`src/rtl/pipe_hazard_ctrl.sv`:
```
// Stall/flush controller for the five-stage pipeline.
// Resolves load-use hazards, taken branches/jumps resolved in MEM,
// multi-cycle data-memory accesses and overflow traps. Also keeps a
// saturating stall counter, the EPC register and a sticky memory-error flag.
//
// Ports:
//   clk, regReset            clock, synchronous active-high reset
//   rs_id, rt_id             source registers of the ID instruction
//   use_rs_id, use_rt_id     ID instruction really reads rs / rt
//   memRd_ex, rw_ex          EX instruction is a load / its destination
//   memReq_mem, mem_ack      MEM data access request / completion
//   branch_taken_mem         taken branch or jump resolved in MEM
//   overflow_mem             MEM instruction overflowed
//   instru_memAddress        PC of the MEM instruction
//   *_stall                  hold PC, IF/ID, ID/EX, EX/MEM
//   *_flush                  bubble IF/ID, ID/EX, EX/MEM, MEM/WB
//   trap                     PC loads the exception vector
//   mem_busy                 controller is waiting on data memory
//   mem_err                  sticky: a data access timed out
//   epc                      PC of the last overflowing instruction
//   stall_cnt                saturating count of pc_stall cycles
module pipe_hazard_ctrl #(
  parameter int unsigned MEM_TIMEOUT = 15,
  parameter int unsigned CNT_W       = 16
) (
  input  logic             clk,
  input  logic             regReset,
  input  logic [4:0]       rs_id,
  input  logic [4:0]       rt_id,
  input  logic             use_rs_id,
  input  logic             use_rt_id,
  input  logic             memRd_ex,
  input  logic [4:0]       rw_ex,
  input  logic             memReq_mem,
  input  logic             mem_ack,
  input  logic             branch_taken_mem,
  input  logic             overflow_mem,
  input  logic [31:0]      instru_memAddress,
  output logic             pc_stall,
  output logic             ifid_stall,
  output logic             idex_stall,
  output logic             exmem_stall,
  output logic             ifid_flush,
  output logic             idex_flush,
  output logic             exmem_flush,
  output logic             memwb_flush,
  output logic             trap,
  output logic             mem_busy,
  output logic             mem_err,
  output logic [31:0]      epc,
  output logic [CNT_W-1:0] stall_cnt
);

  localparam int unsigned WCNT_W = (MEM_TIMEOUT < 1) ? 1 : $clog2(MEM_TIMEOUT + 1);

  localparam logic [0:0] RUN     = 1'b0;
  localparam logic [0:0] MEMWAIT = 1'b1;

  logic [0:0]        state;
  logic [0:0]        state_nxt;
  logic [WCNT_W-1:0] wcnt;
  logic [WCNT_W-1:0] wcnt_nxt;
  logic              epc_load;
  logic              mem_err_set;
  logic              load_use;

  // EX load feeding a register the ID instruction actually reads ($0 never hazards)
  assign load_use = memRd_ex && (rw_ex != 5'd0) &&
                    ((use_rs_id && (rs_id == rw_ex)) ||
                     (use_rt_id && (rt_id == rw_ex)));

  // Next state and combinational pipeline controls
  always_comb begin
    state_nxt   = state;
    wcnt_nxt    = wcnt;
    epc_load    = 1'b0;
    mem_err_set = 1'b0;
    pc_stall    = 1'b0;
    ifid_stall  = 1'b0;
    idex_stall  = 1'b0;
    exmem_stall = 1'b0;
    ifid_flush  = 1'b0;
    idex_flush  = 1'b0;
    exmem_flush = 1'b0;
    memwb_flush = 1'b0;
    trap        = 1'b0;
    mem_busy    = 1'b0;

    if (regReset) begin
      // Pipeline registers are cleared through their flush inputs during reset
      ifid_flush  = 1'b1;
      idex_flush  = 1'b1;
      exmem_flush = 1'b1;
      memwb_flush = 1'b1;
      state_nxt   = RUN;
      wcnt_nxt    = '0;
    end else begin
      case (state)
        RUN: begin
          if (overflow_mem) begin
            trap        = 1'b1;
            ifid_flush  = 1'b1;
            idex_flush  = 1'b1;
            exmem_flush = 1'b1;
            memwb_flush = 1'b1;
            epc_load    = 1'b1;
          end else if (branch_taken_mem) begin
            // The branch itself retires, so MEM/WB is left alone
            ifid_flush  = 1'b1;
            idex_flush  = 1'b1;
            exmem_flush = 1'b1;
          end else if (memReq_mem && !mem_ack) begin
            pc_stall    = 1'b1;
            ifid_stall  = 1'b1;
            idex_stall  = 1'b1;
            exmem_stall = 1'b1;
            memwb_flush = 1'b1;
            state_nxt   = MEMWAIT;
            wcnt_nxt    = WCNT_W'(1);
          end else if (load_use) begin
            pc_stall    = 1'b1;
            ifid_stall  = 1'b1;
            idex_flush  = 1'b1;
          end
        end
        MEMWAIT: begin
          mem_busy = 1'b1;
          if (mem_ack) begin
            state_nxt = RUN;
            wcnt_nxt  = '0;
          end else begin
            pc_stall    = 1'b1;
            ifid_stall  = 1'b1;
            idex_stall  = 1'b1;
            exmem_stall = 1'b1;
            memwb_flush = 1'b1;
            // Last allowed wait cycle still holds; the access is dropped at its edge
            if (wcnt == WCNT_W'(MEM_TIMEOUT)) begin
              mem_err_set = 1'b1;
              state_nxt   = RUN;
              wcnt_nxt    = '0;
            end else begin
              wcnt_nxt = wcnt + WCNT_W'(1);
            end
          end
        end
        default: begin
          state_nxt = RUN;
          wcnt_nxt  = '0;
        end
      endcase
    end
  end

  // FSM state and wait counter
  always_ff @(posedge clk) begin
    if (regReset) begin
      state <= RUN;
      wcnt  <= '0;
    end else begin
      state <= state_nxt;
      wcnt  <= wcnt_nxt;
    end
  end

  // EPC, sticky memory error and saturating stall counter
  always_ff @(posedge clk) begin
    if (regReset) begin
      epc       <= '0;
      mem_err   <= 1'b0;
      stall_cnt <= '0;
    end else begin
      if (epc_load) begin
        epc <= instru_memAddress;
      end
      if (mem_err_set) begin
        mem_err <= 1'b1;
      end
      if (pc_stall && (stall_cnt != {CNT_W{1'b1}})) begin
        stall_cnt <= stall_cnt + CNT_W'(1);
      end
    end
  end

endmodule

```
`config.mk`:
```
export PLATFORM = sky130hd
export DESIGN_NAME = pipe_hazard_ctrl
export DESIGN_NICKNAME = d
export VERILOG_FILES = /design/src/rtl/pipe_hazard_ctrl.sv
export SDC_FILE = /design/constraint.sdc
export NUM_CORES = 1
export LEC_CHECK = 0
export CAP_MARGIN = 30
export CORE_MARGIN = 3
export CORE_UTILIZATION = 38
export CTS_BUF_LIST = sky130_fd_sc_hd__clkbuf_4 sky130_fd_sc_hd__clkbuf_8
export DETAILED_ROUTE_END_ITERATION = 10
export PLACE_DENSITY = 0.79
export SLEW_MARGIN = 20
export SYNTH_ARGS = -nofsm -noshare
export SYNTH_HDL_FRONTEND = slang
export SYNTH_SLANG_ARGS = --single-unit
```
`constraint.sdc`:
```
create_clock -name clk -period 1.95 [get_ports clk]
set_input_delay 0.195 -clock clk [delete_from_list [all_inputs] [get_ports clk]]
set_output_delay 0.195 -clock clk [all_outputs]
set_load 0.01 [all_outputs]
```
==> results of run 1 <==
## sequential cells by signal, indices dropped and copies added (netlist names)
| name | count |
|---|---|
| stall_cnt | 16 |
| wcnt | 4 |
| epc | 32 |
| state | 1 |
| mem_err | 1 |
## layout make-up
cell class                      count  share of cell area
Clock buffer                        5              0.0166
Clock inverter                      3              0.0118
Inverter                            7             0.00634
Multi-Input combinational cell    166               0.311
Sequential cell                    54               0.262
Tap cell                           75              0.0227
Timing Repair Buffer              166               0.369
## power groups by stage
stage / Clock (mW) / Combinational [mW] / Sequential (mW)
after floorplan: 0 / 0.137 / 1.21
after global placement: 0 / 0.448 / 1.19
after detailed placement: 0 / 0.456 / 1.19
after CTS: 0.803 / 0.461 / 1.17
after global routing: 0.838 / 0.495 / 1.17
final: 0.775 / 0.462 / 1.17
## through the flow
stage	setup TNS, ns	util	setup slack [ns]	std cells
after floorplan	0	-	0.00774	242
after global placement	-6.10	0.653	-0.448	465
after detailed placement	-6.75	0.653	-0.485	465
after CTS	0	0.679	0.00320	475
after global routing	-0.00849	0.692	-0.00746	476
final	0	0.692	0.0525	476
## routing by layer
layer	track usage	wire, um	vias up
li1	-	-	1228
met1	0.265	3190	1156
met2	0.335	3590	92
met3	0.0417	547	12
met4	0.0619	131	0
met5	0	0	-
## logic make-up after synthesis
family          synth area share
compound gates             0.252
xor+xnor                  0.0368
fa+ha+maj                 0.0105
buf+inv                   0.0431
flops                      0.454
mux                       0.0426
simple gates               0.161
## path summary, 6_finish.rpt
check	from	end	slack, ns
max	stall_cnt[0]	stall_cnt[5]	0.05
min	instru_memAddress[16]	epc[16]	0.48
max reg2reg	stall_cnt[0]	stall_cnt[5]	0.05
min reg2reg	state	state	0.48
## what timing repair did
item	CTS	global route
pin swaps	8	10
resized for setup	34	15
gates cloned	0	0
setup buffers	2	1
endpoints found under the setup margin	18	16
## synth_stat cells (all sizes together), types with 2 or more instances
master  instances  area [um^2]
o311ai          2         17.5
inv             7         26.3
clkbuf          8         30.0
nand3           9         45.0
dfxtp          54         1080
buf             7         46.3
a211oi          2         20.0
a21oi           9         45.0
nor2b           6         37.5
and2            2         12.5
a21o            2         15.0
nand4           9         56.3
and3            6         37.5
ha              2         25.0
and4            2         17.5
nand2          10         37.5
mux2            6         71.3
mux2i           3         30.0
o31ai           2         15.0
nor3            5         36.3
o221a           2         22.5
a22o           32          280
nor2           17         63.8
xnor2          10         87.6
o211ai          3         36.3
o21ai           7         35.0
==> metrics.txt, run 1 <==
result of the run finished, final reports clean; Seq cells post-synth 54; critical path endpoint category flop; number of design rule violations left after detail routing 0; CTS Root Cell clkbuf_8; RD Place Congestion 0.887; synthesized net count 300; Slowest cell on crit path or3_4; startpoint type of the worst setup path flop; insertion delay to the later sink of the worst-skew pair 0.31 ns; Antenna Nets Post-Route 0; Post-CTS Hold Fix Bufs 0; Critical path buffers and inverters 0; final net count 458; total vias in the final route 2,488; area of the core 5990 um^2; clock tree from TritonCTS built; power density over the cells 581 nW/um^2; switching power 0.590 mW; area after detailed placement 3910 um^2; family with the most delay on the worst path simple AND/OR/NAND/NOR gates; clock buffer count from CTS 5; final instance area 4140 um^2; share of total power in the clock network 0.322; total I/O pin count 115; fmax 0.527 GHz; final hold vios 0; Max transition margin 0.705; Cell Area, Synth 2380 um^2; kind of critical path flop to flop; Initial Util 0.397; total iterations of the first detailed-routing run 4; power share of the combinational group 0.192; R2R cell count 6; depth of the worst hold-timing path 2; clk sinks 54; internal portion of total power 1.82 mW; Tot GR Track Use 0.202; Worst Clk Skew 0.00965 ns; count of cell types in the netlist 53; synthesis-to-layout area growth 74.0%; Die Footprint 7250 um^2; number of synthesized flops with an enable pin 0; Seq pwr share 0.486; critical path, cell by cell ha_1 -> nand3_1 -> nor4_4 -> a211o_1 -> or3_4 -> mux2_4; maximum fanout along the worst path 3; Post-Syn Area per Cell 9.84 um^2; ratio of cells with drive above 1 in the final layout 0.212; Arrival @ worst endpoint 2.10 ns; number of diodes 0; Wirelength per Cell 15.7 um; total area of multi-input combinational cells 1290 um^2; post-layout minimum cycle time 1.90 ns; sum of routed wire length over all layers 7460 um; Switching Share 0.245; maximum level of the CTS H-tree 2; via count of the first global-routing pass 2,547; Final Cycle Share 0.973; top library cells by usage in the layout, fill and taps aside clkdlybuf4s50_1 (88), dfxtp_1 (53), buf_4 (52); filler cell count 469; Finish-stage setup viols 0; placement row count 28; Worst-path clk slew 0.10 ns; Max stage delay on crit path 0.38 ns; half-perimeter wire length after placement 5610 um; overall overflow remaining after global route 0; Power, Total 2.41 mW; final number of max-transition violations 0; Vias/cell 5.23; DIE WIDTH 85.2 um; count of yosys warnings during synthesis 0; pin count of the biggest net entering global routing 33; first-pass GRT wire length 12,000 um; Static Leakage 1.76 nW; number of antenna violations at the first check in global routing 0; class of the tightest hold or removal check primary input to flop; data required time at the worst endpoint 2.15 ns; max cap viols 0; die outline height 85.2 um; worst hold margin 0.475 ns; Tightest Pin Transition 0.439 ns; post-synthesis instance total 242; Max rail drop VDD 0.000385 V; main flop type after synthesis dfxtp_1; buffers from clock root to sink, at most 2; Synth async-reset ratio 0; Sequential cell area 1080 um^2; Levels on crit path 6; violation count after the first detailed-route iteration 164; most frequent standard cell in the layout excluding fill and tap cells clkdlybuf4s50_1; share of synthesized area occupied by flip-flops and latches 0.454; buffers added on ports 114
Note: power is estimated with default switching activity, not from simulation.
==> run 2: changes to the inputs <==
--- a/config.mk
+++ b/config.mk
@@ -10,8 +10,7 @@
 export CORE_UTILIZATION = 38
 export CTS_BUF_LIST = sky130_fd_sc_hd__clkbuf_4 sky130_fd_sc_hd__clkbuf_8
 export DETAILED_ROUTE_END_ITERATION = 10
-export PLACE_DENSITY = 0.79
-export SLEW_MARGIN = 20
+export PLACE_DENSITY_LB_ADDON = 0.1
 export SYNTH_ARGS = -nofsm -noshare
 export SYNTH_HDL_FRONTEND = slang
 export SYNTH_SLANG_ARGS = --single-unit
==> run 2 against run 1 <==
Design area is 1.2% lower. Via count down 0.36%. Global-route usage down 0.84 points. Fmax down 0.29%. First-iteration DRC count decreased by 11%. Worst hold slack gained 0.0050 ns. Sequential share of layout area rose by 0.33 points. Critical path depth is 1 higher. Critical endpoint unchanged.
==> metrics.txt, run 2 (synthesis results as in run 1) <==
Finish-stage setup viols 0 (unchanged); number of instances in the placed design 461 (-0.86%); critical path, cell by cell clkdlybuf4s50_1 -> xnor2_1 -> nand4_1 -> buf_4 -> o221a_4 -> or3_4 -> mux2_4; Vias/cell 5.29 (+1.1%); worst reg2reg startpoint state; Critical path buffers and inverters 2 (+2); final hold vios 0 (unchanged); clock tree from TritonCTS built; fmax 0.525 GHz (-0.29%); Tightest Pin Transition 0.412 ns (-0.0270 ns); family with the most delay on the worst path buffers and inverters; number of non-filler instances in the completed layout 469 (-1.5%); number of antenna violations at the first check in global routing 0 (unchanged); largest registers in the final layout epc: 32 flops, stall_cnt: 16 flops, wcnt: 4 flops; final net count 451 (-1.5%); area after detailed placement 3910 um^2 (-0.13%); Sum Neg Setup Slack 0 ns (unchanged); overall overflow remaining after global route 0 (unchanged); number of diodes 0 (unchanged); insertion delay to the later sink of the worst-skew pair 0.30 ns (about the same); data required time at the worst endpoint 2.15 ns (about the same); Wirelength per Cell 15.3 um (-2.3%); max cap viols 0 (unchanged); buffers added on ports 114 (unchanged); start point of the critical path rs_id[4]; worst reg2reg path endpoint stall_cnt[4]; Worst Clk Skew 0.00526 ns (-0.00439 ns); class of the tightest hold or removal check flop to flop; top library cells by usage in the layout, fill and taps aside clkdlybuf4s50_1 (97), dfxtp_1 (53), buf_4 (43); Critical path destination stall_cnt[5]; critical path endpoint category flop; Max rail drop VDD 0.000370 V (-4.0%); die outline height 85.2 um (unchanged); startpoint type of the worst setup path primary input; R2R cell count 6 (unchanged); Final Cycle Share 0.976 (+0.00284); final instance area 4090 um^2 (-1.2%); violation count after the first detailed-route iteration 146 (-11%); half-perimeter wire length after placement 5450 um (-3.0%); total iterations of the first detailed-routing run 4 (unchanged); final number of max-transition violations 0 (unchanged); synthesis-to-layout area growth 71.8%; result of the run finished, final reports clean; Slowest cell on crit path clkdlybuf4s50_1; sum of routed wire length over all layers 7180 um (-3.7%); first-pass GRT wire length 11,700 um (-3.2%); Final WS setup 0.0469 ns (-0.00555 ns); kind of critical path primary input to flop; RD Place Congestion 0.931 (+5.0%); post-layout minimum cycle time 1.90 ns (+0.00555 ns); Max transition margin 0.723 (+0.0181); number of design rule violations left after detail routing 0 (unchanged); maximum level of the CTS H-tree 2 (unchanged); CTS Root Cell clkbuf_8; maximum fanout along the worst path 3 (unchanged); power density over the cells 589 nW/um^2 (+1.4%); Initial Util 0.397 (unchanged); pin count of the biggest net entering global routing 33 (unchanged); ratio of cells with drive above 1 in the final layout 0.195 (-0.0165); Post-CTS Hold Fix Bufs 0 (unchanged); Die Footprint 7250 um^2 (unchanged); Levels on crit path 7 (+1); Tot GR Track Use 0.194 (-0.00841); total vias in the final route 2,479 (-0.36%); DIE WIDTH 85.2 um (unchanged); max FFs per register 32 (unchanged); clk sinks 54 (unchanged); total I/O pin count 115 (unchanged); Static Leakage 1.65 nW (-6.1%); utilization after layout 0.683 (-0.00856); Biggest register epc; via count of the first global-routing pass 2,411 (-5.3%); worst-case register-to-register setup slack 0.09 ns (+0.04 ns); most frequent standard cell in the layout excluding fill and tap cells clkdlybuf4s50_1; Antenna Nets Post-Route 0 (unchanged); clock buffer count from CTS 5 (unchanged); Worst-path clk slew 0.10 ns (about the same); Max stage delay on crit path 0.48 ns (+0.10 ns); area of the core 5990 um^2 (unchanged); Arrival @ worst endpoint 2.10 ns (about the same); pre-CTS worst setup slack -0.412 ns (+0.0732 ns); placement row count 28 (unchanged); buffers from clock root to sink, at most 2 (unchanged)
## run 2: report_power, final
part           internal, mW  switching [mW]  total (mW)
Clock                 0.392           0.395       0.787
Combinational         0.277           0.178       0.455
Sequential             1.14          0.0230        1.17
Total                  1.81           0.596        2.41
## run 2: worst reg2reg max path, delay by kind of cell (launching register included)
kind                   cells  cell delay (ns)
and+or+nand+nor            1             0.19
buffers and inverters      1             0.16
DFF                        1             0.38
AOI/OAI and AO/OA          4             1.00
## run 2: through the flow
stage	power [mW]	hold WS, ns
2_1_floorplan	1.35	0.328
3_3_place_gp	1.64	0.455
3_5_place_dp	1.65	0.456
4_1_cts	2.43	0.474
5_1_grt	2.52	0.463
6_report	2.41	0.480
## run 2: worst min path at each step
stage                          start       to  depth (start not counted)
2_1_floorplan  instru_memAddress[18]  epc[18]                          1
3_3_place_gp                  epc[9]   epc[9]                          1
3_5_place_dp                 epc[30]  epc[30]                          1
4_1_cts         instru_memAddress[9]   epc[9]                          2
5_1_grt         instru_memAddress[9]   epc[9]                          2
6_report                      epc[7]   epc[7]                          1
## run 2: routing by layer
layer / wire length [um] / vias up / GRT usage
li1: - / 1212 / -
met1: 3410 / 1171 / 0.272
met2: 3240 / 79 / 0.297
met3: 393 / 17 / 0.0388
met4: 141 / 0 / 0.0676
met5: 0 / - / 0
## run 2: timing repair
item                       CTS  global route
setup buffers                0             0
setup endpoints to repair   10            19
resized for setup           25            14
pin swaps                    3             6
## run 2: cell type report
cell class | count | area [um^2]
Tap cell | 75 | 93.8
Inverter | 7 | 26.3
Timing Repair Buffer | 159 | 1490
Fill cell | 498 | 1900
Multi-Input combinational cell | 166 | 1280
Clock inverter | 3 | 48.8
Clock buffer | 5 | 68.8
Sequential cell | 54 | 1080
